`src/rtl/dma_device_port.sv`:
```
// dma_device_port: device-side DMA endpoint with a local 2^FIFO_DEPTH-word buffer.
// Define DMA_DEV_TIMEOUT_EN to enable the XFER/WAIT_END watchdog.
module dma_device_port #(
    parameter int ADD_LEN        = 5,
    parameter int DATA_LEN       = 8,
    parameter int FIFO_DEPTH     = 4,
    parameter int TIMEOUT_CYCLES = 64
) (
    input  logic                  clk,
    input  logic                  reset,
    input  logic                  start,
    input  logic                  in_rd_wr,
    input  logic [FIFO_DEPTH:0]   in_num_words,
    input  logic [ADD_LEN-1:0]    in_start_address,
    input  logic                  buf_we,
    input  logic [FIFO_DEPTH-1:0] buf_addr,
    input  logic [DATA_LEN-1:0]   buf_wdata,
    output logic [DATA_LEN-1:0]   buf_rdata,
    input  logic                  dma_ack,
    input  logic [DATA_LEN-1:0]   dev_in,
    input  logic                  dma_end_flag,
    output logic                  rqst,
    output logic                  rd_wr,
    output logic [FIFO_DEPTH:0]   num_words,
    output logic [ADD_LEN-1:0]    start_address,
    output logic                  dev_ack,
    output logic [DATA_LEN-1:0]   dev_out,
    output logic                  dev_ready,
    output logic                  busy,
    output logic                  error
);
    localparam int LW = FIFO_DEPTH + 1;
    localparam logic [LW-1:0] DEPTH_WORDS = LW'(1 << FIFO_DEPTH);
    localparam int WD_W = $clog2(TIMEOUT_CYCLES + 1);
    localparam logic [WD_W-1:0] WD_LIMIT = WD_W'(TIMEOUT_CYCLES);
`ifdef DMA_DEV_TIMEOUT_EN
    localparam bit WD_EN = 1'b1;
`else
    // Counter stays at zero and is constant-folded away.
    localparam bit WD_EN = 1'b0;
`endif

    typedef enum logic [1:0] {IDLE, XFER, WAIT_END, DONE} state_t;

    state_t                state_q, state_d;
    logic [LW-1:0]         k_q, k_d, k_inc;
    logic [WD_W-1:0]       wd_q, wd_d;
    logic                  rd_wr_q, rd_wr_d;
    logic [LW-1:0]         num_q, num_d;
    logic [ADD_LEN-1:0]    addr_q, addr_d;
    logic                  rqst_q, rqst_d;
    logic                  dev_ack_q, dev_ack_d;
    logic [DATA_LEN-1:0]   dev_out_q, dev_out_d;
    logic                  dev_ready_q, dev_ready_d;
    logic                  busy_q, busy_d;
    logic                  error_q, error_d;
    logic [DATA_LEN-1:0]   buf_rdata_q, buf_rdata_d;
    logic [DATA_LEN-1:0]   buf_mem_q [1<<FIFO_DEPTH];
    logic                  mem_we, fire, last;
    logic [FIFO_DEPTH-1:0] mem_idx;
    logic [DATA_LEN-1:0]   mem_wdata;

    always_comb begin
        state_d     = state_q;
        k_d         = k_q;
        rd_wr_d     = rd_wr_q;
        num_d       = num_q;
        addr_d      = addr_q;
        error_d     = error_q;
        dev_out_d   = dev_out_q;
        dev_ack_d   = 1'b0;
        wd_d        = '0;
        mem_we      = 1'b0;
        mem_idx     = buf_addr;
        mem_wdata   = buf_wdata;
        buf_rdata_d = buf_mem_q[buf_addr];
        k_inc       = k_q + 1'b1;
        fire        = dma_ack & (rd_wr_q | dev_ack_q);
        last        = fire & (k_inc == num_q);
        case (state_q)
            IDLE: begin
                mem_we = buf_we;
                if (start) begin
                    rd_wr_d = in_rd_wr;
                    addr_d  = in_start_address;
                    k_d     = '0;
                    error_d = 1'b0;
                    num_d   = in_num_words;
                    if (in_num_words > DEPTH_WORDS) begin
                        num_d   = DEPTH_WORDS;
                        error_d = 1'b1;
                    end
                    if (in_num_words == '0) begin
                        state_d = DONE;
                    end else begin
                        state_d = XFER;
                        if (!in_rd_wr) begin
                            dev_ack_d = 1'b1;
                            dev_out_d = buf_mem_q[{FIFO_DEPTH{1'b0}}];
                        end
                    end
                end
            end
            XFER: begin
                if (!rd_wr_q) dev_ack_d = dev_ack_q;
                // An end flag on the final accepted word is a clean finish.
                if (dma_end_flag && !last) begin
                    state_d   = DONE;
                    error_d   = 1'b1;
                    dev_ack_d = 1'b0;
                end else if (fire) begin
                    k_d = k_inc;
                    if (rd_wr_q) begin
                        mem_we    = 1'b1;
                        mem_idx   = k_q[FIFO_DEPTH-1:0];
                        mem_wdata = dev_in;
                        dev_ack_d = 1'b1;
                    end else begin
                        dev_ack_d = !last;
                        dev_out_d = buf_mem_q[k_inc[FIFO_DEPTH-1:0]];
                    end
                    if (last) state_d = dma_end_flag ? DONE : WAIT_END;
                end
            end
            WAIT_END: if (dma_end_flag) state_d = DONE;
            default:  state_d = IDLE;
        endcase
        if (WD_EN && (state_q == XFER || state_q == WAIT_END)) begin
            wd_d = dma_ack ? '0 : wd_q + 1'b1;
            if (wd_d == WD_LIMIT && state_d != DONE) begin
                state_d   = DONE;
                error_d   = 1'b1;
                dev_ack_d = 1'b0;
            end
        end
        rqst_d      = (state_d == XFER) || (state_d == WAIT_END);
        busy_d      = (state_d != IDLE);
        dev_ready_d = (state_d == DONE);
    end

    always_ff @(posedge clk) begin
        if (!reset) begin
            state_q     <= IDLE;
            k_q         <= '0;
            wd_q        <= '0;
            rd_wr_q     <= 1'b0;
            num_q       <= '0;
            addr_q      <= '0;
            rqst_q      <= 1'b0;
            dev_ack_q   <= 1'b0;
            dev_out_q   <= '0;
            dev_ready_q <= 1'b0;
            busy_q      <= 1'b0;
            error_q     <= 1'b0;
            buf_rdata_q <= '0;
        end else begin
            state_q     <= state_d;
            k_q         <= k_d;
            wd_q        <= wd_d;
            rd_wr_q     <= rd_wr_d;
            num_q       <= num_d;
            addr_q      <= addr_d;
            rqst_q      <= rqst_d;
            dev_ack_q   <= dev_ack_d;
            dev_out_q   <= dev_out_d;
            dev_ready_q <= dev_ready_d;
            busy_q      <= busy_d;
            error_q     <= error_d;
            buf_rdata_q <= buf_rdata_d;
        end
    end

    // Buffer contents survive reset; only writes are blocked while it is held.
    always_ff @(posedge clk) begin
        if (reset && mem_we) buf_mem_q[mem_idx] <= mem_wdata;
    end

    assign buf_rdata     = buf_rdata_q;
    assign rqst          = rqst_q;
    assign rd_wr         = rd_wr_q;
    assign num_words     = num_q;
    assign start_address = addr_q;
    assign dev_ack       = dev_ack_q;
    assign dev_out       = dev_out_q;
    assign dev_ready     = dev_ready_q;
    assign busy          = busy_q;
    assign error         = error_q;
endmodule
```
`config.mk`:
```
export PLATFORM = sky130hd
export DESIGN_NAME = dma_device_port
export DESIGN_NICKNAME = d
export VERILOG_FILES = /design/src/rtl/dma_device_port.sv
export SDC_FILE = /design/constraint.sdc
export NUM_CORES = 1
export LEC_CHECK = 0
export ABC_AREA = 0
export CORE_MARGIN = 2
export CORE_UTILIZATION = 27
export CTS_CLUSTER_SIZE = 30
export DETAILED_ROUTE_END_ITERATION = 6
export SETUP_SLACK_MARGIN = 0.2
export SYNTH_ARGS = -nofsm -noshare
export SYNTH_HDL_FRONTEND = slang
export SYNTH_SLANG_ARGS = --single-unit
export TNS_END_PERCENT = 100
```
`constraint.sdc`:
```
create_clock -name clk -period 8.5 [get_ports clk]
set_clock_uncertainty 0.2 [all_clocks]
set_input_delay 0.85 -clock clk [delete_from_list [all_inputs] [get_ports clk]]
set_output_delay 0.85 -clock clk [all_outputs]
set_load 0.1 [all_outputs]
```
==> results.md <==
- Fmax: 225.2 MHz
- Kind of start point of the critical path: input port
- Number of fillers in the final layout: 2,770
- Summed negative setup slack over all endpoints: 0 ps
- Clock-pin slew on the worst setup and hold paths: 70 ps
- Maximum clock path buffer count: 2
- Root buf cell: sky130_fd_sc_hd__clkbuf_16
- Post-CTS Hold Fix Bufs: 0
- Maximum capacitance violations: 0
- Cell breakdown of the critical path: clkdlybuf4s50_1 > clkinv_1 > nor4b_4 > a32oi_1 > nor2_1
- Cell taking the most area after synthesis: sky130_fd_sc_hd__edfxtp_1
- Area after detailed placement: 8907 µm²
- Worst Path Buf+Inv: 2
- CTS H-tree lvls: 4
- Final hold violations: 0
- Largest net degree at the start of global routing: 42
- Unrepaired setup endpoints after global routing: no
- Crit-path max cell delay: 1060 ps
- Share of synthesized registers carrying an async set or reset: 0%
- CTS tree: yes
- Starting density of the core: 27.43%
- Critical path capture point: buf_mem_q[8][7]$_DFFE_PP_
- Net count after synthesis: 553
- Remaining global-route overflow: 0
- Kind of cell with the highest combined delay on the critical path: buffers and inverters
- Post-CTS Resized: 0
- Wire length of the first global-routing pass: 31,860 µm
- DRT iter0 DRCs: 600
- Portion of synthesized cell area occupied by the leading cell type: 48.68%
- Power Dens Cells: 206.5 nW/µm²
- Number of unique standard cell types used by synthesis: 48
- Final standard cell area without fillers: 9500 µm²
- Synth Instances: 513
- Synthesis-to-finish area growth: 20.33%
- PortBufs: 68
- Ranking of synthesized cells by instance count: sky130_fd_sc_hd__edfxtp_1, sky130_fd_sc_hd__mux4_2, sky130_fd_sc_hd__dfxtp_1
- Final Critical Period: 4441 ps
- Slowest library cell on the worst path: sky130_fd_sc_hd__clkdlybuf4s50_1
- DRC violations left: 0
- Post-synth EDFFs: 128
- Ratio of cells with drive above 1 in the final layout: 21.34%
- Register bit count reported by yosys: 167
- Post-synthesis average cell area: 15.39 µm²
- Crit Reg-Reg Startpoint: k_q[0]$_SDFFE_PN0P_
- Number of nets with antenna violations after routing: 0
- FF/Latch Area: 4624 µm²
- Total Nets Final: 609
- Most common flop cell mapped by yosys: sky130_fd_sc_hd__edfxtp_1
- Gpl congestion: 0.8192
- Launch point of the worst path: reset
- Leakage Power: 3.000 nW
- Core area: 28,780 µm²
- Floorplan row count: 62
- Depth of the critical timing path with buffers and inverters included: 5
- Area of combinational cells with multiple inputs: 3064 µm²
- Req. time, crit path: 8350 ps
- Relative slew slack: 30.81%
- Final Max Slew Viols: 0
- TritonCTS buffer count: 17
- Worst-skew pair later-pin latency: 430 ps
- Area of the die: 30,630 µm²
- Mean routed wirelength per cell: 22.11 µm
- Drt pass-1 iters: 5
- Largest cells by area after synthesis: sky130_fd_sc_hd__edfxtp_1, sky130_fd_sc_hd__mux4_2, sky130_fd_sc_hd__dfxtp_1
- Floorplan die height: 175 µm
- Post-Route WL: 21,340 µm
- Number of vias per cell: 5.130
- Number of ports placed on the die boundary: 69
- Portion of the clock cycle consumed by the worst path in the final layout: 52.24%
- Register-to-Register Path Depth: 7
- Cell area after synthesis: 7895 µm²
- Number of diodes added for antenna fixing: 0
- Status: finished, final reports clean
- Synth warnings: 0
- CTS Sinks: 167
- Global routing usage summed across all routing layers: 14.16%
- Antenna violations before repair: 0
- Overall power after layout: 1.962 mW
- Post-CTS setup buffer count: 0
- Width of the die: 175 µm
- Worst reg2reg endpoint: buf_mem_q[12][2]$_DFFE_PP_
- Data arrival, critical path: 4290 ps
- Classification of the worst setup path: input port to flop
- Slew at the pin with the worst max-slew slack: 1035 ps
- Cell with the most instances after synthesis: sky130_fd_sc_hd__edfxtp_1
- Setup Viol. Count Final: 0
- Post-DP HPWL: 15,090 µm
- Critical path peak fanout: 24
- Reg-to-reg slack, setup: 4510 ps
- Register area share after synthesis: 58.57%
- Peak VDD IR: 0.1394 mV
- Via count of the first global-routing pass: 4,806
- Tightest Hold Check Type: flop to flop
- Vias: 4,950
- Setup crit end kind: flop
## kinds of logic (layout without fill, tap and decap cells)
kind of cell               count (synthesis)  in the layout  share of synthesized area (%)
DFF                                      167            167                          58.57
adders and majority gates                  3              3                         0.4755
muxes                                    102            102                          23.34
buffers and inverters                     45            113                          2.742
xor gates and xnor gates                   9              9                          1.173
and+or+nand+nor                          119            119                          7.575
AOI/OAI and AO/OA                         68             68                          6.117
## layer usage
layer | up-vias | GRT usage (%) | wire, µm
met4 | 0 | 2.951 | 244
met3 | 17 | 3.612 | 1738
met1 | 2527 | 21.24 | 9898
met2 | 260 | 20.62 | 9454
met5 | - | 0 | 0
li1 | 2146 | - | -
## tightest hold or removal path, cell delays in order (launching register included)
cell and delay [ps]:
sky130_fd_sc_hd__dfxtp_1 310, sky130_fd_sc_hd__nand2_1 50, sky130_fd_sc_hd__a21oi_1 50
## registers in the layout, indices dropped and copies added, names as in the netlist
signal         cells
start_address      5
buf_mem_q        128
rqst               1
dev_ready          1
dev_ack            1
state_q            2
busy               1
num_words          5
k_q                5
buf_rdata          8
dev_out            8
error              1
rd_wr              1
## area by class of cell
type | count | share of cell area [%]
clock buffers | 18 | 4.517
clock inverters | 13 | 1.725
inverters | 10 | 0.3951
multi-input cells | 301 | 32.25
flip-flops and latches | 167 | 48.68
well taps | 384 | 5.057
repair buffers | 72 | 7.375
## power by group
| part | internal (mW) | total [mW] | switching [mW] |
|---|---|---|---|
| combinational | 0.0857 | 0.273 | 0.187 |
| clock | 0.441 | 0.777 | 0.336 |
| sequential | 0.897 | 0.912 | 0.0151 |
| total | 1.42 | 1.96 | 0.538 |
## how the worst min path moves through the flow
stage,from,to,slack (ps),cells after the start
after global placement,start_address[2]$_SDFFE_PN0P_,start_address[2]$_SDFFE_PN0P_,250,2
after detailed placement,start_address[2]$_SDFFE_PN0P_,start_address[2]$_SDFFE_PN0P_,250,2
final,start_address[2]$_SDFFE_PN0P_,start_address[2]$_SDFFE_PN0P_,250,2
after global routing,start_address[2]$_SDFFE_PN0P_,start_address[2]$_SDFFE_PN0P_,270,2
after CTS,start_address[2]$_SDFFE_PN0P_,start_address[2]$_SDFFE_PN0P_,260,2
after floorplan,k_q[4]$_SDFFE_PN0P_,k_q[4]$_SDFFE_PN0P_,290,2
## through the flow
step           hold WS (ps)  setup WS, ps  utilization (%)  std cells
6_report              254.4          4059            33.01        965
4_1_cts               257.1          4063            33.01        965
2_1_floorplan         291.1          5153                -        513
5_1_grt               269.7          3770            33.01        965
3_5_place_dp          248.0          3618            30.95        934
3_3_place_gp          245.1          3655            30.95        934
## cell usage in the layout (no fill, tap or decap), types with 5 or more instances in the layout
master and instances:
sky130_fd_sc_hd__mux2_2 17, sky130_fd_sc_hd__nor3_1 7, sky130_fd_sc_hd__nand4_1 8, sky130_fd_sc_hd__edfxtp_1 128, sky130_fd_sc_hd__nand2_1 32, sky130_fd_sc_hd__inv_1 9
sky130_fd_sc_hd__clkdlybuf4s50_1 66, sky130_fd_sc_hd__mux4_2 64, sky130_fd_sc_hd__o211ai_1 9, sky130_fd_sc_hd__a22oi_1 8, sky130_fd_sc_hd__and2_1 15, sky130_fd_sc_hd__clkbuf_16 17
sky130_fd_sc_hd__o21ai_0 5, sky130_fd_sc_hd__a21oi_1 23, sky130_fd_sc_hd__nand3_1 7, sky130_fd_sc_hd__nor2_1 33, sky130_fd_sc_hd__dfxtp_1 39, sky130_fd_sc_hd__mux2i_1 21
sky130_fd_sc_hd__o211a_1 8
No activity file was read; power rests on OpenSTA's default activity.
